`config.mk`:
```
export PLATFORM = sky130hd
export DESIGN_NAME = x_corr_lag_src_flat
export DESIGN_NICKNAME = d
export VERILOG_FILES = /design/src/rtl/x_corr_lag_src_if.sv /design/src/rtl/x_corr_lag_src.sv /design/src/flat_wrapper.sv
export SDC_FILE = /design/constraint.sdc
export NUM_CORES = 1
export LEC_CHECK = 0
export ABC_AREA = 1
export CAP_MARGIN = 15
export CORE_MARGIN = 1.5
export CORE_UTILIZATION = 55
export DETAILED_ROUTE_END_ITERATION = 8
export GPL_ROUTABILITY_DRIVEN = 0
export GPL_TIMING_DRIVEN = 0
export PLACE_DENSITY = 0.75
export SETUP_SLACK_MARGIN = 0.3
export SYNTH_ARGS = -nofsm -noshare
export SYNTH_HDL_FRONTEND = slang
export SYNTH_SLANG_ARGS = --single-unit
```
`constraint.sdc`:
```
create_clock -name clk -period 6.65 [get_ports clk]
set_clock_uncertainty 0.15 [all_clocks]
set_input_delay 1.33 -clock clk [delete_from_list [all_inputs] [get_ports clk]]
set_output_delay 1.33 -clock clk [all_outputs]
set_load 0.01 [all_outputs]
```
`src/rtl/x_corr_lag_src_if.sv`:
```
// Load and stream buses of the correlator sample source.
interface x_corr_lag_src_if #(
    parameter int unsigned xi_bits          = 12,
    parameter int unsigned xq_bits          = 12,
    parameter int unsigned yi_bits          = 12,
    parameter int unsigned yq_bits          = 12,
    parameter int unsigned lag_counter_bits = 2
);
    // Load side
    logic signed [xi_bits-1:0]     in_xi;
    logic signed [xq_bits-1:0]     in_xq;
    logic signed [yi_bits-1:0]     in_yi;
    logic signed [yq_bits-1:0]     in_yq;
    logic                          m_axis_tvalid;
    logic                          s_axis_tready;

    // Stream side
    logic signed [xi_bits-1:0]     xi;
    logic signed [xq_bits-1:0]     xq;
    logic signed [yi_bits-1:0]     yi;
    logic signed [yq_bits-1:0]     yq;
    logic                          s_axis_tvalid;
    logic                          m_axis_tready;
    logic                          tlast;
    logic [lag_counter_bits-1:0]   lag;

    // Source (design) view
    modport master (
        input  in_xi, in_xq, in_yi, in_yq, m_axis_tvalid, m_axis_tready,
        output s_axis_tready, xi, xq, yi, yq, s_axis_tvalid, tlast, lag
    );

    // Environment view
    modport slave (
        output in_xi, in_xq, in_yi, in_yq, m_axis_tvalid, m_axis_tready,
        input  s_axis_tready, xi, xq, yi, yq, s_axis_tvalid, tlast, lag
    );
endinterface

```
`src/rtl/x_corr_lag_src.sv`:
```
// Correlator sample source: loads x/y buffers, then replays (x[n], y[n+k])
// for every lag k as one length-beat window per lag.
module x_corr_lag_src #(
    parameter int unsigned xi_bits             = 12,
    parameter int unsigned xq_bits             = 12,
    parameter int unsigned yi_bits             = 12,
    parameter int unsigned yq_bits             = 12,
    parameter int unsigned length              = 5,
    parameter int unsigned lags                = 4,
    parameter int unsigned length_counter_bits = 3,  // must hold length-1
    parameter int unsigned lag_counter_bits    = 2   // must hold lags-1
) (
    input  logic                    clk,
    input  logic                    reset,
    x_corr_lag_src_if.master        bus,
    output logic                    busy
);
    localparam int unsigned x_w        = xi_bits + xq_bits;
    localparam int unsigned y_w        = yi_bits + yq_bits;
    localparam int unsigned y_depth    = length + lags - 1;
    localparam int unsigned ld_bits    = (y_depth > 1) ? $clog2(y_depth) : 1;
    localparam int unsigned x_idx_bits = (length > 1) ? $clog2(length) : 1;

    localparam logic [ld_bits-1:0]             ld_last   = ld_bits'(y_depth - 1);
    localparam logic [ld_bits-1:0]             ld_x_last = ld_bits'(length - 1);
    localparam logic [length_counter_bits-1:0] n_last    = length_counter_bits'(length - 1);
    localparam logic [lag_counter_bits-1:0]    k_last    = lag_counter_bits'(lags - 1);

    typedef enum logic [1:0] {IDLE, LOAD, STREAM} state_t;

    state_t                         state_q, state_d;
    logic [ld_bits-1:0]             ld_cnt_q, ld_cnt_d;
    logic [length_counter_bits-1:0] n_q, n_d;
    logic [lag_counter_bits-1:0]    k_q, k_d;
    logic signed [xi_bits-1:0]      out_xi_q, out_xi_d;
    logic signed [xq_bits-1:0]      out_xq_q, out_xq_d;
    logic signed [yi_bits-1:0]      out_yi_q, out_yi_d;
    logic signed [yq_bits-1:0]      out_yq_q, out_yq_d;
    logic                           valid_q, valid_d;
    logic                           ready_q, ready_d;
    logic                           tlast_q, tlast_d;
    logic [lag_counter_bits-1:0]    lag_q, lag_d;
    logic                           busy_q, busy_d;

    logic [x_w-1:0] x_mem_q [length];
    logic [y_w-1:0] y_mem_q [y_depth];

    logic                           x_we, y_we;
    logic [x_idx_bits-1:0]          x_wa;
    logic [ld_bits-1:0]             y_wa;
    logic [x_w-1:0]                 x_wd, x_first;
    logic [y_w-1:0]                 y_wd, y_first;
    logic [length_counter_bits-1:0] nn;
    logic [lag_counter_bits-1:0]    nk;
    logic [ld_bits-1:0]             y_ra;
    logic                           load_fire, stream_fire;

    // Next-state, buffer write and pre-fetched output computation
    always_comb begin
        state_d  = state_q;
        ld_cnt_d = ld_cnt_q;
        n_d      = n_q;
        k_d      = k_q;
        out_xi_d = out_xi_q;
        out_xq_d = out_xq_q;
        out_yi_d = out_yi_q;
        out_yq_d = out_yq_q;
        valid_d  = valid_q;
        ready_d  = ready_q;
        tlast_d  = tlast_q;
        lag_d    = lag_q;
        busy_d   = busy_q;
        x_we     = 1'b0;
        y_we     = 1'b0;
        x_wa     = x_idx_bits'(ld_cnt_q);
        y_wa     = ld_cnt_q;
        x_wd     = {bus.in_xi, bus.in_xq};
        y_wd     = {bus.in_yi, bus.in_yq};
        x_first  = x_mem_q[0];
        y_first  = y_mem_q[0];
        nn       = '0;
        nk       = '0;
        y_ra     = '0;

        load_fire   = bus.m_axis_tvalid & ready_q;
        stream_fire = valid_q & bus.m_axis_tready;

        case (state_q)
            IDLE, LOAD: begin
                if (load_fire) begin
                    y_we   = 1'b1;
                    x_we   = (ld_cnt_q <= ld_x_last);
                    busy_d = 1'b1;
                    if (ld_cnt_q == ld_last) begin
                        // Single-entry buffers: slot 0 is being written this cycle
                        if (ld_cnt_q == '0) begin
                            x_first = x_wd;
                            y_first = y_wd;
                        end
                        state_d              = STREAM;
                        ready_d              = 1'b0;
                        valid_d              = 1'b1;
                        n_d                  = '0;
                        k_d                  = '0;
                        lag_d                = '0;
                        tlast_d              = (n_last == '0);
                        {out_xi_d, out_xq_d} = x_first;
                        {out_yi_d, out_yq_d} = y_first;
                    end else begin
                        ld_cnt_d = ld_cnt_q + 1'b1;
                        state_d  = LOAD;
                    end
                end
            end
            STREAM: begin
                if (stream_fire) begin
                    if (n_q == n_last && k_q == k_last) begin
                        state_d  = IDLE;
                        valid_d  = 1'b0;
                        ready_d  = 1'b1;
                        busy_d   = 1'b0;
                        tlast_d  = 1'b0;
                        lag_d    = '0;
                        n_d      = '0;
                        k_d      = '0;
                        ld_cnt_d = '0;
                    end else begin
                        if (n_q == n_last) begin
                            nn = '0;
                            nk = k_q + 1'b1;
                        end else begin
                            nn = n_q + 1'b1;
                            nk = k_q;
                        end
                        n_d                  = nn;
                        k_d                  = nk;
                        lag_d                = nk;
                        tlast_d              = (nn == n_last);
                        y_ra                 = ld_bits'(nn) + ld_bits'(nk);
                        {out_xi_d, out_xq_d} = x_mem_q[x_idx_bits'(nn)];
                        {out_yi_d, out_yq_d} = y_mem_q[y_ra];
                    end
                end
            end
            default: state_d = IDLE;
        endcase
    end

    // Control and output registers with synchronous reset
    always_ff @(posedge clk) begin
        if (reset) begin
            state_q  <= IDLE;
            ld_cnt_q <= '0;
            n_q      <= '0;
            k_q      <= '0;
            out_xi_q <= '0;
            out_xq_q <= '0;
            out_yi_q <= '0;
            out_yq_q <= '0;
            valid_q  <= 1'b0;
            ready_q  <= 1'b1;
            tlast_q  <= 1'b0;
            lag_q    <= '0;
            busy_q   <= 1'b0;
        end else begin
            state_q  <= state_d;
            ld_cnt_q <= ld_cnt_d;
            n_q      <= n_d;
            k_q      <= k_d;
            out_xi_q <= out_xi_d;
            out_xq_q <= out_xq_d;
            out_yi_q <= out_yi_d;
            out_yq_q <= out_yq_d;
            valid_q  <= valid_d;
            ready_q  <= ready_d;
            tlast_q  <= tlast_d;
            lag_q    <= lag_d;
            busy_q   <= busy_d;
        end
    end

    // Sample buffers; contents need no reset
    always_ff @(posedge clk) begin
        if (x_we) x_mem_q[x_wa] <= x_wd;
        if (y_we) y_mem_q[y_wa] <= y_wd;
    end

    assign bus.s_axis_tready = ready_q;
    assign bus.s_axis_tvalid = valid_q;
    assign bus.xi            = out_xi_q;
    assign bus.xq            = out_xq_q;
    assign bus.yi            = out_yi_q;
    assign bus.yq            = out_yq_q;
    assign bus.tlast         = tlast_q;
    assign bus.lag           = lag_q;
    assign busy              = busy_q;
endmodule

```
`src/flat_wrapper.sv`:
```
// flat-port wrapper written by rule: the top's interface ports become plain ports
module x_corr_lag_src_flat 
#(
    parameter int unsigned xi_bits             = 12,
    parameter int unsigned xq_bits             = 12,
    parameter int unsigned yi_bits             = 12,
    parameter int unsigned yq_bits             = 12,
    parameter int unsigned length              = 5,
    parameter int unsigned lags                = 4,
    parameter int unsigned length_counter_bits = 3,                       
    parameter int unsigned lag_counter_bits    = 2                      
)
  (clk, reset, busy, bus_in_xi, bus_in_xq, bus_in_yi, bus_in_yq, bus_m_axis_tvalid, bus_m_axis_tready, bus_s_axis_tready, bus_xi, bus_xq, bus_yi, bus_yq, bus_s_axis_tvalid, bus_tlast, bus_lag);
  x_corr_lag_src_if #(.xi_bits(xi_bits), .xq_bits(xq_bits), .yi_bits(yi_bits), .yq_bits(yq_bits), .lag_counter_bits(lag_counter_bits)) bus_i ();
  input  logic clk;
  input  logic reset;
  output logic busy;
  input wire logic [$bits(bus_i.in_xi)-1:0] bus_in_xi;
  input wire logic [$bits(bus_i.in_xq)-1:0] bus_in_xq;
  input wire logic [$bits(bus_i.in_yi)-1:0] bus_in_yi;
  input wire logic [$bits(bus_i.in_yq)-1:0] bus_in_yq;
  input wire logic [$bits(bus_i.m_axis_tvalid)-1:0] bus_m_axis_tvalid;
  input wire logic [$bits(bus_i.m_axis_tready)-1:0] bus_m_axis_tready;
  output wire logic [$bits(bus_i.s_axis_tready)-1:0] bus_s_axis_tready;
  output wire logic [$bits(bus_i.xi)-1:0] bus_xi;
  output wire logic [$bits(bus_i.xq)-1:0] bus_xq;
  output wire logic [$bits(bus_i.yi)-1:0] bus_yi;
  output wire logic [$bits(bus_i.yq)-1:0] bus_yq;
  output wire logic [$bits(bus_i.s_axis_tvalid)-1:0] bus_s_axis_tvalid;
  output wire logic [$bits(bus_i.tlast)-1:0] bus_tlast;
  output wire logic [$bits(bus_i.lag)-1:0] bus_lag;
  assign bus_i.in_xi = bus_in_xi;
  assign bus_i.in_xq = bus_in_xq;
  assign bus_i.in_yi = bus_in_yi;
  assign bus_i.in_yq = bus_in_yq;
  assign bus_i.m_axis_tvalid = bus_m_axis_tvalid;
  assign bus_i.m_axis_tready = bus_m_axis_tready;
  assign bus_s_axis_tready = bus_i.s_axis_tready;
  assign bus_xi = bus_i.xi;
  assign bus_xq = bus_i.xq;
  assign bus_yi = bus_i.yi;
  assign bus_yq = bus_i.yq;
  assign bus_s_axis_tvalid = bus_i.s_axis_tvalid;
  assign bus_tlast = bus_i.tlast;
  assign bus_lag = bus_i.lag;
  x_corr_lag_src #(.xi_bits(xi_bits), .xq_bits(xq_bits), .yi_bits(yi_bits), .yq_bits(yq_bits), .length(length), .lags(lags), .length_counter_bits(length_counter_bits), .lag_counter_bits(lag_counter_bits)) u_core (.clk(clk), .reset(reset), .bus(bus_i), .busy(busy));
endmodule
```
==> results of run 1 <==
==> routing by layer <==
metal | GRT usage [%] | up-vias
met2 | 45.3 | 767
li1 | - | 6044
met1 | 39.7 | 6094
met3 | 5.03 | 113
met5 | 0 | -
met4 | 11.4 | 0
==> synthesized netlist by cell type, drive strengths merged <==
library cell | instances | area share (%)
edfxtp | 312 | 56
nand4 | 4 | 0.19
nor2 | 132 | 3.0
nand3 | 202 | 6.1
ha | 7 | 0.53
o21ai | 78 | 2.4
fa | 1 | 0.12
dfxtp | 62 | 7.5
a21oi | 98 | 3.0
inv | 242 | 5.5
clkinv | 3 | 0.068
xnor2 | 1 | 0.053
nand2 | 498 | 11
nor3 | 1 | 0.030
clkbuf | 44 | 1.0
a211oi | 2 | 0.090
buf | 50 | 1.7
nand3b | 24 | 1.1
==> power breakdown <==
| group | switching, W | total [W] | leakage, nW | internal, W |
|---|---|---|---|---|
| Combinational | 0.000158 | 0.000233 | 4.26 | 0.0000751 |
| Sequential | 0.0000154 | 0.00260 | 3.34 | 0.00259 |
| Clock | 0.000893 | 0.00223 | 0.630 | 0.00134 |
| Total | 0.00107 | 0.00507 | 8.23 | 0.00400 |
==> state kept, by name, summed over array words and instances (netlist names) <==
name                      flops
u_core.bus.xi                12
u_core.bus.s_axis_tready      1
u_core.y_mem_q              192
u_core.bus.yq                12
u_core.bus.lag                2
u_core.busy                   1
u_core.bus.yi                12
u_core.bus.s_axis_tvalid      1
u_core.bus.tlast              1
u_core.ld_cnt_q               3
u_core.n_q                    3
u_core.bus.xq                12
u_core.state_q                2
u_core.x_mem_q              120
==> worst paths after layout <==
path	from	to	slack [ns]	depth (start not counted)
min reg2reg	u_core.bus.s_axis_tvalid$_SDFFE_PP0P_	u_core.bus.s_axis_tvalid$_SDFFE_PP0P_	0.34	2
max	u_core.n_q[0]$_SDFFE_PP0P_	u_core.bus.yq[1]$_SDFFE_PP0P_	1.80	18
max reg2reg	u_core.n_q[0]$_SDFFE_PP0P_	u_core.bus.yq[1]$_SDFFE_PP0P_	1.80	18
min	u_core.bus.s_axis_tvalid$_SDFFE_PP0P_	u_core.bus.s_axis_tvalid$_SDFFE_PP0P_	0.34	2
==> worst max-delay path, delay by kind of cell (launching register included) <==
kind	cells	cell delay, ns
adder cells (fa/ha/maj)	3	1.06
flip-flops	1	0.36
AO/OA/AOI/OAI	1	0.11
buffers and inverters	8	2.15
AND/OR/NAND/NOR	5	0.70
XOR/XNOR	1	0.19
==> through the flow <==
stage	hold WS (ns)	utilization (%)	total power (W)
after floorplan	0.302	-	0.00276
after global placement	0.314	61.2	0.00286
after detailed placement	0.320	61.9	0.00288
after CTS	0.336	66.3	0.00507
after global routing	0.362	66.3	0.00518
final	0.335	66.3	0.00507
==> logic make-up after synthesis <==
family | synth area share [%]
AND/OR/NAND/NOR | 21.7
buffers and inverters | 8.22
XOR/XNOR | 0.0528
adder cells (fa/ha/maj) | 0.648
AO/OA/AOI/OAI | 5.40
flip-flops | 63.9
==> cell type report <==
type	count	area, um2	area share, %
tap	390	488	2.48
clock buffer	52	1080	5.48
buffer	94	445	2.27
clock inverter	19	224	1.14
inverter	245	920	4.68
sequential	374	10600	54.0
antenna	1	2.50	0.0127
timing repair buffer	111	1180	6.01
multi-input combinational	1048	4700	23.9
==> impl_metrics.csv, run 1 <==
group,metric,value,unit
global_route,grt_pass1_wl,68.0,mm
timing,finalCritPeriodShare,72.9,%
die,start_util,56.0,%
synthesis,syn_nets,1821,
global_route,grt_pass1_vias,12400,
place,io_buffers,104,
place,pre_cts_ws,2.05,ns
die,placementRows,63,
timing,tightest_slew,1.02,ns
worst_setup_path,crit_slowest_cell,"buf_1",
route,drtPass1Iterations,6,
status,status,"finished, final reports clean",
synthesis,avgSynthCellArea,9.42,um2
route,drt-total-wl,44.5,mm
worst_setup_path,critPathArrivalTime,5.10,ns
route,wl_met2,20.6,mm
timing,slew_headroom,31.8,%
power,leakagePower,8.23,nW
worst_setup_path,critPathMaxStageDelay,0.59,ns
die,pin_count,106,
power,powerDensity,258,nW/um2
clock_tree,clkTransAtPathRegs,0.06,ns
timing,rsz0062_at_grt,"no",
route,wl_met1,17.8,mm
worst_setup_path,crit_path_max_fanout,10,
place,hpwl,28.8,mm
layout,final_area,19600,um2
clock_tree,cts_resized,0,
layout,fin_cells,2334,
clock_tree,cts_setup_buffers,0,
place,dpl_cell_area,18300,um2
timing,hold_viol_final,0,
synthesis,syn_inst,1761,
timing,setup_tns,0,ns
synthesis,yosysUniqueCellTypes,28,
route,drc_errors,0,
timing,fmax,206,MHz
worst_setup_path,end_kind,"flop",
route,vias,13000,
clock_tree,cts_max_level,2,
timing,worst_slack,1.80,ns
timing,finalSetupViolCount,0,
synthesis,yosys_warnings,0,
synthesis,ys_ff_latch,374,
layout,drive_gt1_share,6.59,%
route,wl_met3,4.68,mm
layout,syn2layout_area_growth,18.4,%
clock_tree,cts_max_path_buffers,3,
worst_setup_path,cp.required,6.90,ns
timing,fin_crit,4.85,ns
worst_setup_path,cp_cell_sequence,"clkinv_1, clkbuf_1, ha_1, nand2_1, buf_2, buf_2, xnor2_1, ha_1, inv_1, fa_1, inv_1, buf_2, buf_1, nand3_1, nand2_1, nand3_1, nand3_1, a21oi_1",
synthesis,synth_seq_area_share,63.9,%
die,dieArea,31200,um2
global_route,grt.total_usage,28.7,%
clock_tree,cts-hold-fix-buffers,0,
layout,fillers,2270,
route,viasPerCell,5.58,
clock_tree,numCtsBuffers,39,
layout,fin_nets,1973,
route,ant_nets,0,
route,wire_per_inst,19.1,um
die,die_h,177,um
power,ir_drop,187,uV
die,coreArea,29600,um2
global_route,grt_max_degree,25,
hold_path,hp-class,"flop to flop",
layout,final_common_cell,"nand2_1",
clock_tree,cts_tree,"built",
worst_setup_path,worstSetupPathType,"flop to flop",
route,drt_iter0_markers,1527,
global_route,grt_overflow_total,0,
die,die_x,177,um
layout,final_cell_mix,"nand2_1 (496), edfxtp_1 (312), inv_1 (239), nand3_1 (201), nor2_1 (119)",
route,top_layer_used,"met4",
place,dp.cells,2262,
flow_run,maxCapViolations,0,
clock_tree,cts_root_buf,"clkbuf_16",
timing,final_max_slew_viol_count,0,
worst_setup_path,start_kind,"flop",
synthesis,syn_area,16600,um2
clock_tree,clkLatencyLatePin,0.52,ns
global_route,antenna_found_initial,1,
clock_tree,cts.sinks,374,
(Power assumes the default switching activity.)
==> inputs of run 2 (changes only) <==
==> constraint.sdc (replaced) <==
create_clock -name clk -period 4.5 [get_ports clk]
set_clock_uncertainty 0.15 [all_clocks]
set_input_delay 0.9 -clock clk [delete_from_list [all_inputs] [get_ports clk]]
set_output_delay 0.9 -clock clk [all_outputs]
set_load 0.01 [all_outputs]
==> run 2 against run 1 <==
  * First-iteration DRC count is 6.7% lower
  * Utilization is 0.14 points higher
  * Fmax is 21% higher
  * Critical endpoint unchanged
  * Largest power group unchanged
  * Highest routed layer unchanged
==> impl_metrics.csv, run 2 (synthesis results as in run 1) <==
group,metric,value,unit
route,drt_iter0_markers,1425,
route,drtPass1Iterations,7,
layout,final_common_cell,"nand2_1",
layout,largest_reg_flops,192,
clock_tree,cts_root_buf,"clkbuf_16",
die,dieArea,31200,um2
global_route,grt_pass1_wl,68.0,mm
global_route,grt_max_degree,25,
die,pin_count,106,
worst_setup_path,crit_slowest_cell,"fa_2",
die,start_util,56.0,%
timing,whs,0.336,ns
layout,syn2layout_area_growth,18.6,%
hold_path,hp-start,"u_core.bus.s_axis_tvalid$_SDFFE_PP0P_",
worst_setup_path,critPathMaxStageDelay,0.61,ns
timing,slew_headroom,30.3,%
flow_run,maxCapViolations,0,
global_route,grt.total_usage,28.7,%
timing,finalCritPeriodShare,88.8,%
worst_setup_path,start_kind,"flop",
clock_tree,cts.sinks,374,
worst_setup_path,reg2reg_to,"u_core.bus.yq[1]$_SDFFE_PP0P_",
layout,utilization,66.4,%
worst_setup_path,crit_buf_inv,8,
hold_path,min_to,"u_core.bus.s_axis_tvalid$_SDFFE_PP0P_",
layout,drive_gt1_share,7.25,%
route,wire_per_inst,19.1,um
clock_tree,cts_max_path_buffers,3,
worst_setup_path,cp.required,4.78,ns
power,ir_drop,274,uV
worst_setup_path,crit_path_max_fanout,10,
place,dpl_cell_area,18300,um2
status,status,"finished, final reports clean",
worst_setup_path,critPathMostFrequentCell,"nand3_1",
worst_setup_path,r2r_slack,0.51,ns
hold_path,holdPathStages,2,
layout,final_area,19700,um2
global_route,grt_pass1_vias,12400,
worst_setup_path,worstSetupPathType,"flop to flop",
clock_tree,cts-hold-fix-buffers,0,
clock_tree,clkLatencyLatePin,0.52,ns
timing,rsz0062_at_grt,"no",
die,die_h,177,um
worst_setup_path,cp_cell_sequence,"clkinv_1, buf_2, ha_1, nand2_2, buf_4, clkbuf_4, xnor2_1, ha_1, inv_1, fa_2, inv_1, clkbuf_4, buf_4, nand3_1, nand2_1, nand3_1, nand3_1, a21oi_1",
hold_path,hp-class,"flop to flop",
die,placementRows,63,
worst_setup_path,end_kind,"flop",
timing,fmax,250,MHz
die,die_x,177,um
route,ant_nets,0,
layout,final_cell_mix,"nand2_1 (494), edfxtp_1 (312), inv_1 (239), nand3_1 (201), nor2_1 (119)",
worst_setup_path,crit_cells,18,
clock_tree,cts_max_level,2,
global_route,grt_overflow_total,0,
layout,fillers,2265,
layout,fin_nets,1974,
timing,fin_crit,3.99,ns
route,drt-total-wl,44.6,mm
worst_setup_path,critPathArrivalTime,4.28,ns
clock_tree,numCtsBuffers,39,
route,viasPerCell,5.62,
timing,hold_viol_final,0,
layout,regMostFlops,"u_core.y_mem_q",
worst_setup_path,crit_family,"buffers and inverters",
route,vias,13100,
power,powerDensity,381,nW/um2
clock_tree,clkTransAtPathRegs,0.06,ns
route,drc_errors,0,
layout,largestRegisters,"u_core.y_mem_q (192), u_core.x_mem_q (120)",
worst_setup_path,r2r-start,"u_core.n_q[0]$_SDFFE_PP0P_",
worst_setup_path,worst_r2r_path_depth,18,
place,io_buffers,104,
timing,final_max_slew_viol_count,0,
clock_tree,cts_tree,"built",
global_route,antenna_found_initial,1,
die,coreArea,29600,um2
timing,finalSetupViolCount,0,
power,leakagePower,8.27,nW
place,hpwl,28.8,mm
timing,tightest_slew,1.04,ns
==> run 2: changes by cell type in the layout (fill, tap and decap cells not counted), moves of 3 or more <==
| cell | before | now |
|---|---|---|
| clkbuf_1 | 53 | 46 |
| clkbuf_2 | 1 | 6 |
| buf_4 | 2 | 6 |
| clkbuf_4 | 0 | 3 |
==> run 2: stage by stage <==
step / TNS, ns / total power, W / setup slack [ns] / cells
after floorplan: 0 / 0.00408 / 0.754 / 1761
after global placement: -45.55 / 0.00423 / -1.09 / 2255
after detailed placement: -1.20 / 0.00426 / -0.0966 / 2262
after CTS: 0 / 0.00749 / 0.242 / 2333
after global routing: 0 / 0.00766 / 0.373 / 2335
final: 0 / 0.00749 / 0.506 / 2335
==> run 2: power by group <==
part           leakage, nW  internal (W)  switching [W]
Combinational         4.30      0.000111       0.000233
Clock                0.630       0.00198        0.00133
Sequential            3.34       0.00383      0.0000227
==> run 2: tightest hold or removal path, stage by stage, from the launching register on <==
cell,delay [ns]
dfxtp_1,0.33
inv_1,0.06
a21oi_1,0.06
==> run 2: how the worst max path moves through the flow <==
stage | startpoint | to | slack [ns]
after floorplan | bus_m_axis_tvalid | u_core.x_mem_q[4][0]$_DFFE_PP_ | 0.75
after global placement | bus_m_axis_tvalid | u_core.x_mem_q[4][4]$_DFFE_PP_ | -1.09
after detailed placement | u_core.n_q[0]$_SDFFE_PP0P_ | u_core.bus.yi[9]$_SDFFE_PP0P_ | -0.1
after CTS | u_core.n_q[0]$_SDFFE_PP0P_ | u_core.bus.yq[1]$_SDFFE_PP0P_ | 0.24
after global routing | u_core.n_q[0]$_SDFFE_PP0P_ | u_core.bus.yq[1]$_SDFFE_PP0P_ | 0.37
final | u_core.n_q[0]$_SDFFE_PP0P_ | u_core.bus.yq[1]$_SDFFE_PP0P_ | 0.51
==> run 2: layout make-up <==
type	count	area [um2]	share of cell area (%)
Tap cell	390	488	2.48
Timing Repair Buffer	112	1190	6.03
Sequential cell	374	10600	53.9
Antenna cell	1	2.50	0.0127
Clock inverter	19	224	1.14
Inverter	245	920	4.67
Multi-Input combinational cell	1048	4700	23.9
Buffer	94	472	2.40
Clock buffer	52	1080	5.47
==> run 2: timing repair <==
action,4_1_cts,5_1_grt
setup buffers,0,1
endpoints found under the hold margin,0,0
gates resized for setup,10,13
pin swaps,0,1
setup endpoints to repair,24,24
==> run 2: per-layer routing <==
layer | wire length, um | vias up | track usage [%]
met5 | 0 | - | 0
met4 | 1450 | 0 | 11.4
met3 | 4750 | 112 | 5.03
met2 | 20600 | 780 | 45.4
met1 | 17800 | 6174 | 39.6
li1 | - | 6057 | -
==> inputs of run 3 (changes only) <==
--- a/config.mk
+++ b/config.mk
@@ -8,11 +8,11 @@
 export ABC_AREA = 1
 export CAP_MARGIN = 15
 export CORE_MARGIN = 1.5
-export CORE_UTILIZATION = 55
+export CORE_UTILIZATION = 59
 export DETAILED_ROUTE_END_ITERATION = 8
 export GPL_ROUTABILITY_DRIVEN = 0
 export GPL_TIMING_DRIVEN = 0
-export PLACE_DENSITY = 0.75
+export PLACE_DENSITY = 0.79
 export SETUP_SLACK_MARGIN = 0.3
 export SYNTH_ARGS = -nofsm -noshare
 export SYNTH_HDL_FRONTEND = slang
==> run 3 against run 2 <==
  * Critical path type unchanged
  * Total power is 4.3% lower
  * Fmax is 1.6% higher
  * Global-route usage is 1.9 points higher
  * Worst hold slack worse by 0.023 ns
  * Non-clock buffer count is 2 lower
  * Largest cell class unchanged
  * Clock power is 9.7% lower
  * First-iteration DRC count is 12% higher
  * Via count is 0.29% lower
  * Final cell count is 0.73% lower
  * Clock-buffer cell count is 5 higher
  * Worst setup slack better by 0.064 ns
  * Final area is 0.96% lower
==> impl_metrics.csv, run 3 (synthesis results as in run 1) <==
group,metric,value,unit
die,dieArea,29100,um2
worst_setup_path,crit_slowest_cell,"fa_2",
worst_setup_path,cp_cell_sequence,"clkinv_1, buf_2, ha_1, nand2_2, buf_4, buf_4, xnor2_1, ha_1, inv_1, fa_2, inv_1, nand4_1, nand2_2, buf_2, nand2_1, nand3_1, a21oi_1",
hold_path,holdPathStages,2,
route,ant_nets,0,
layout,fin_nets,1971,
global_route,grt_pass1_wl,66.7,mm
timing,fmax,254,MHz
route,drt_iter0_markers,1603,
power,powerDensity,368,nW/um2
worst_setup_path,crit_family,"buffers and inverters",
clock_tree,cts-hold-fix-buffers,0,
power,clock_power_share,41.5,%
layout,fillers,1941,
die,die_x,171,um
global_route,grt_max_degree,25,
route,drt-total-wl,43.9,mm
power,power_frac_comb,4.8,%
power,p_sw,0.00152,W
place,dpl_cell_area,18300,um2
layout,diodes,0,
clock_tree,cts_setup_buffers,0,
layout,final_area,19500,um2
clock_tree,numCtsBuffers,38,
global_route,antenna_found_initial,0,
clock_tree,cts_tree,"built",
timing,whs,0.313,ns
die,coreArea,27700,um2
flow_run,maxCapViolations,0,
timing,hold_viol_final,0,
worst_setup_path,crit_cells,17,
place,dp.cells,2249,
die,start_util,59.9,%
layout,syn2layout_area_growth,17.5,%
worst_setup_path,crit_buf_inv,7,
timing,finalCritPeriodShare,87.3,%
timing,tightest_slew,0.990,ns
global_route,grt_pass1_vias,12400,
route,drc_errors,0,
worst_setup_path,cp.required,4.76,ns
layout,regMostFlops,"u_core.y_mem_q",
layout,fin_cells,2318,
power,design_power_total,0.00717,W
clock_tree,clkTransAtPathRegs,0.06,ns
die,placementRows,61,
power,internal-power,0.00565,W
layout,drive_gt1_share,6.96,%
timing,slew_headroom,33.9,%
worst_setup_path,end_kind,"flop",
clock_tree,cts.sinks,374,
power,ir_drop,297,uV
clock_tree,cts_root_buf,"clkbuf_16",
worst_setup_path,worstSetupPathType,"flop to flop",
worst_setup_path,critPathArrivalTime,4.19,ns
place,hpwl,28.2,mm
route,wire_per_inst,18.9,um
worst_setup_path,critPathMaxStageDelay,0.36,ns
layout,largestRegisters,"u_core.y_mem_q (192), u_core.x_mem_q (120)",
timing,rsz0062_at_grt,"no",
global_route,grt_overflow_total,0,
clock_tree,clkLatencyLatePin,0.53,ns
place,io_buffers,104,
worst_setup_path,worst_r2r_path_depth,17,
hold_path,hp-class,"flop to flop",
power,leakagePower,8.20,nW
timing,final_max_slew_viol_count,0,
layout,final_cell_mix,"nand2_1 (494), edfxtp_1 (312), inv_1 (239), nand3_1 (201), nor2_1 (119)",
layout,regArea,10600,um2
power,p_sw_share,21.2,%
worst_setup_path,crit_path_max_fanout,10,
layout,largest_reg_flops,192,
clock_tree,cts_max_level,2,
die,pin_count,106,
timing,fin_crit,3.93,ns
route,vias,13100,
route,viasPerCell,5.64,
global_route,grt.total_usage,30.7,%
layout,multi_input_area,4700,um2
timing,finalSetupViolCount,0,
worst_setup_path,start_kind,"flop",
power,power.share.sequential,53.7,%
clock_tree,cts_max_path_buffers,3,
route,drtPass1Iterations,6,
die,die_h,171,um
layout,final_common_cell,"nand2_1",
status,status,"finished, final reports clean",
==> run 3: worst reg2reg max path, stage by stage (launching register included) <==
cell	delay, ns
dfxtp_1	0.34
clkinv_1	0.18
buf_2	0.26
ha_1	0.23
nand2_2	0.15
buf_4	0.22
buf_4	0.23
xnor2_1	0.18
ha_1	0.18
inv_1	0.05
fa_2	0.36
inv_1	0.08
nand4_1	0.35
nand2_2	0.27
buf_2	0.31
nand2_1	0.10
nand3_1	0.08
a21oi_1	0.08
==> run 3: layout make-up <==
type	count	share of cell area, %
Sequential cell	374	54.4
Multi-Input combinational cell	1048	24.1
Timing Repair Buffer	110	5.85
Clock buffer	57	5.72
Inverter	245	4.72
Buffer	94	2.45
Tap cell	378	2.43
Clock inverter	12	0.289
==> run 3: worst paths after layout <==
path | slack, ns | to | from
worst min-delay path | 0.31 | u_core.busy$_SDFFE_PP0P_ | u_core.busy$_SDFFE_PP0P_
worst max register to register | 0.57 | u_core.bus.yq[2]$_SDFFE_PP0P_ | u_core.n_q[0]$_SDFFE_PP0P_
worst min register to register | 0.31 | u_core.busy$_SDFFE_PP0P_ | u_core.busy$_SDFFE_PP0P_
worst max-delay path | 0.57 | u_core.bus.yq[2]$_SDFFE_PP0P_ | u_core.n_q[0]$_SDFFE_PP0P_
==> run 3: repair_timing <==
item	CTS	global route
pin swaps	1	0
setup endpoints to repair	24	24
resized for setup	10	14
==> run 3: metal layers <==
layer	vias to the layer above	GRT usage [%]	share of wire, %
li1	6042	-	-
met4	0	12.9	3.7
met5	-	0	0
met1	6036	41.9	39
met2	857	48.4	46
met3	150	5.81	11
==> run 3: power by group through the flow <==
stage / sequential [W] / clock [W] / combinational (W)
2_1_floorplan: 0.00392 / 0 / 0.000162
3_3_place_gp: 0.00392 / 0 / 0.000306
3_5_place_dp: 0.00392 / 0 / 0.000332
4_1_cts: 0.00385 / 0.00298 / 0.000336
5_1_grt: 0.00385 / 0.00311 / 0.000372
6_report: 0.00385 / 0.00298 / 0.000343
==> run 3: stage by stage <==
stage,utilization [%],setup TNS (ns),setup WS [ns]
2_1_floorplan,-,0,0.754
3_3_place_gp,65.4,-43.06,-1.23
3_5_place_dp,66.0,-1.12,-0.101
4_1_cts,70.3,0,0.369
5_1_grt,70.4,0,0.330
6_report,70.4,0,0.570
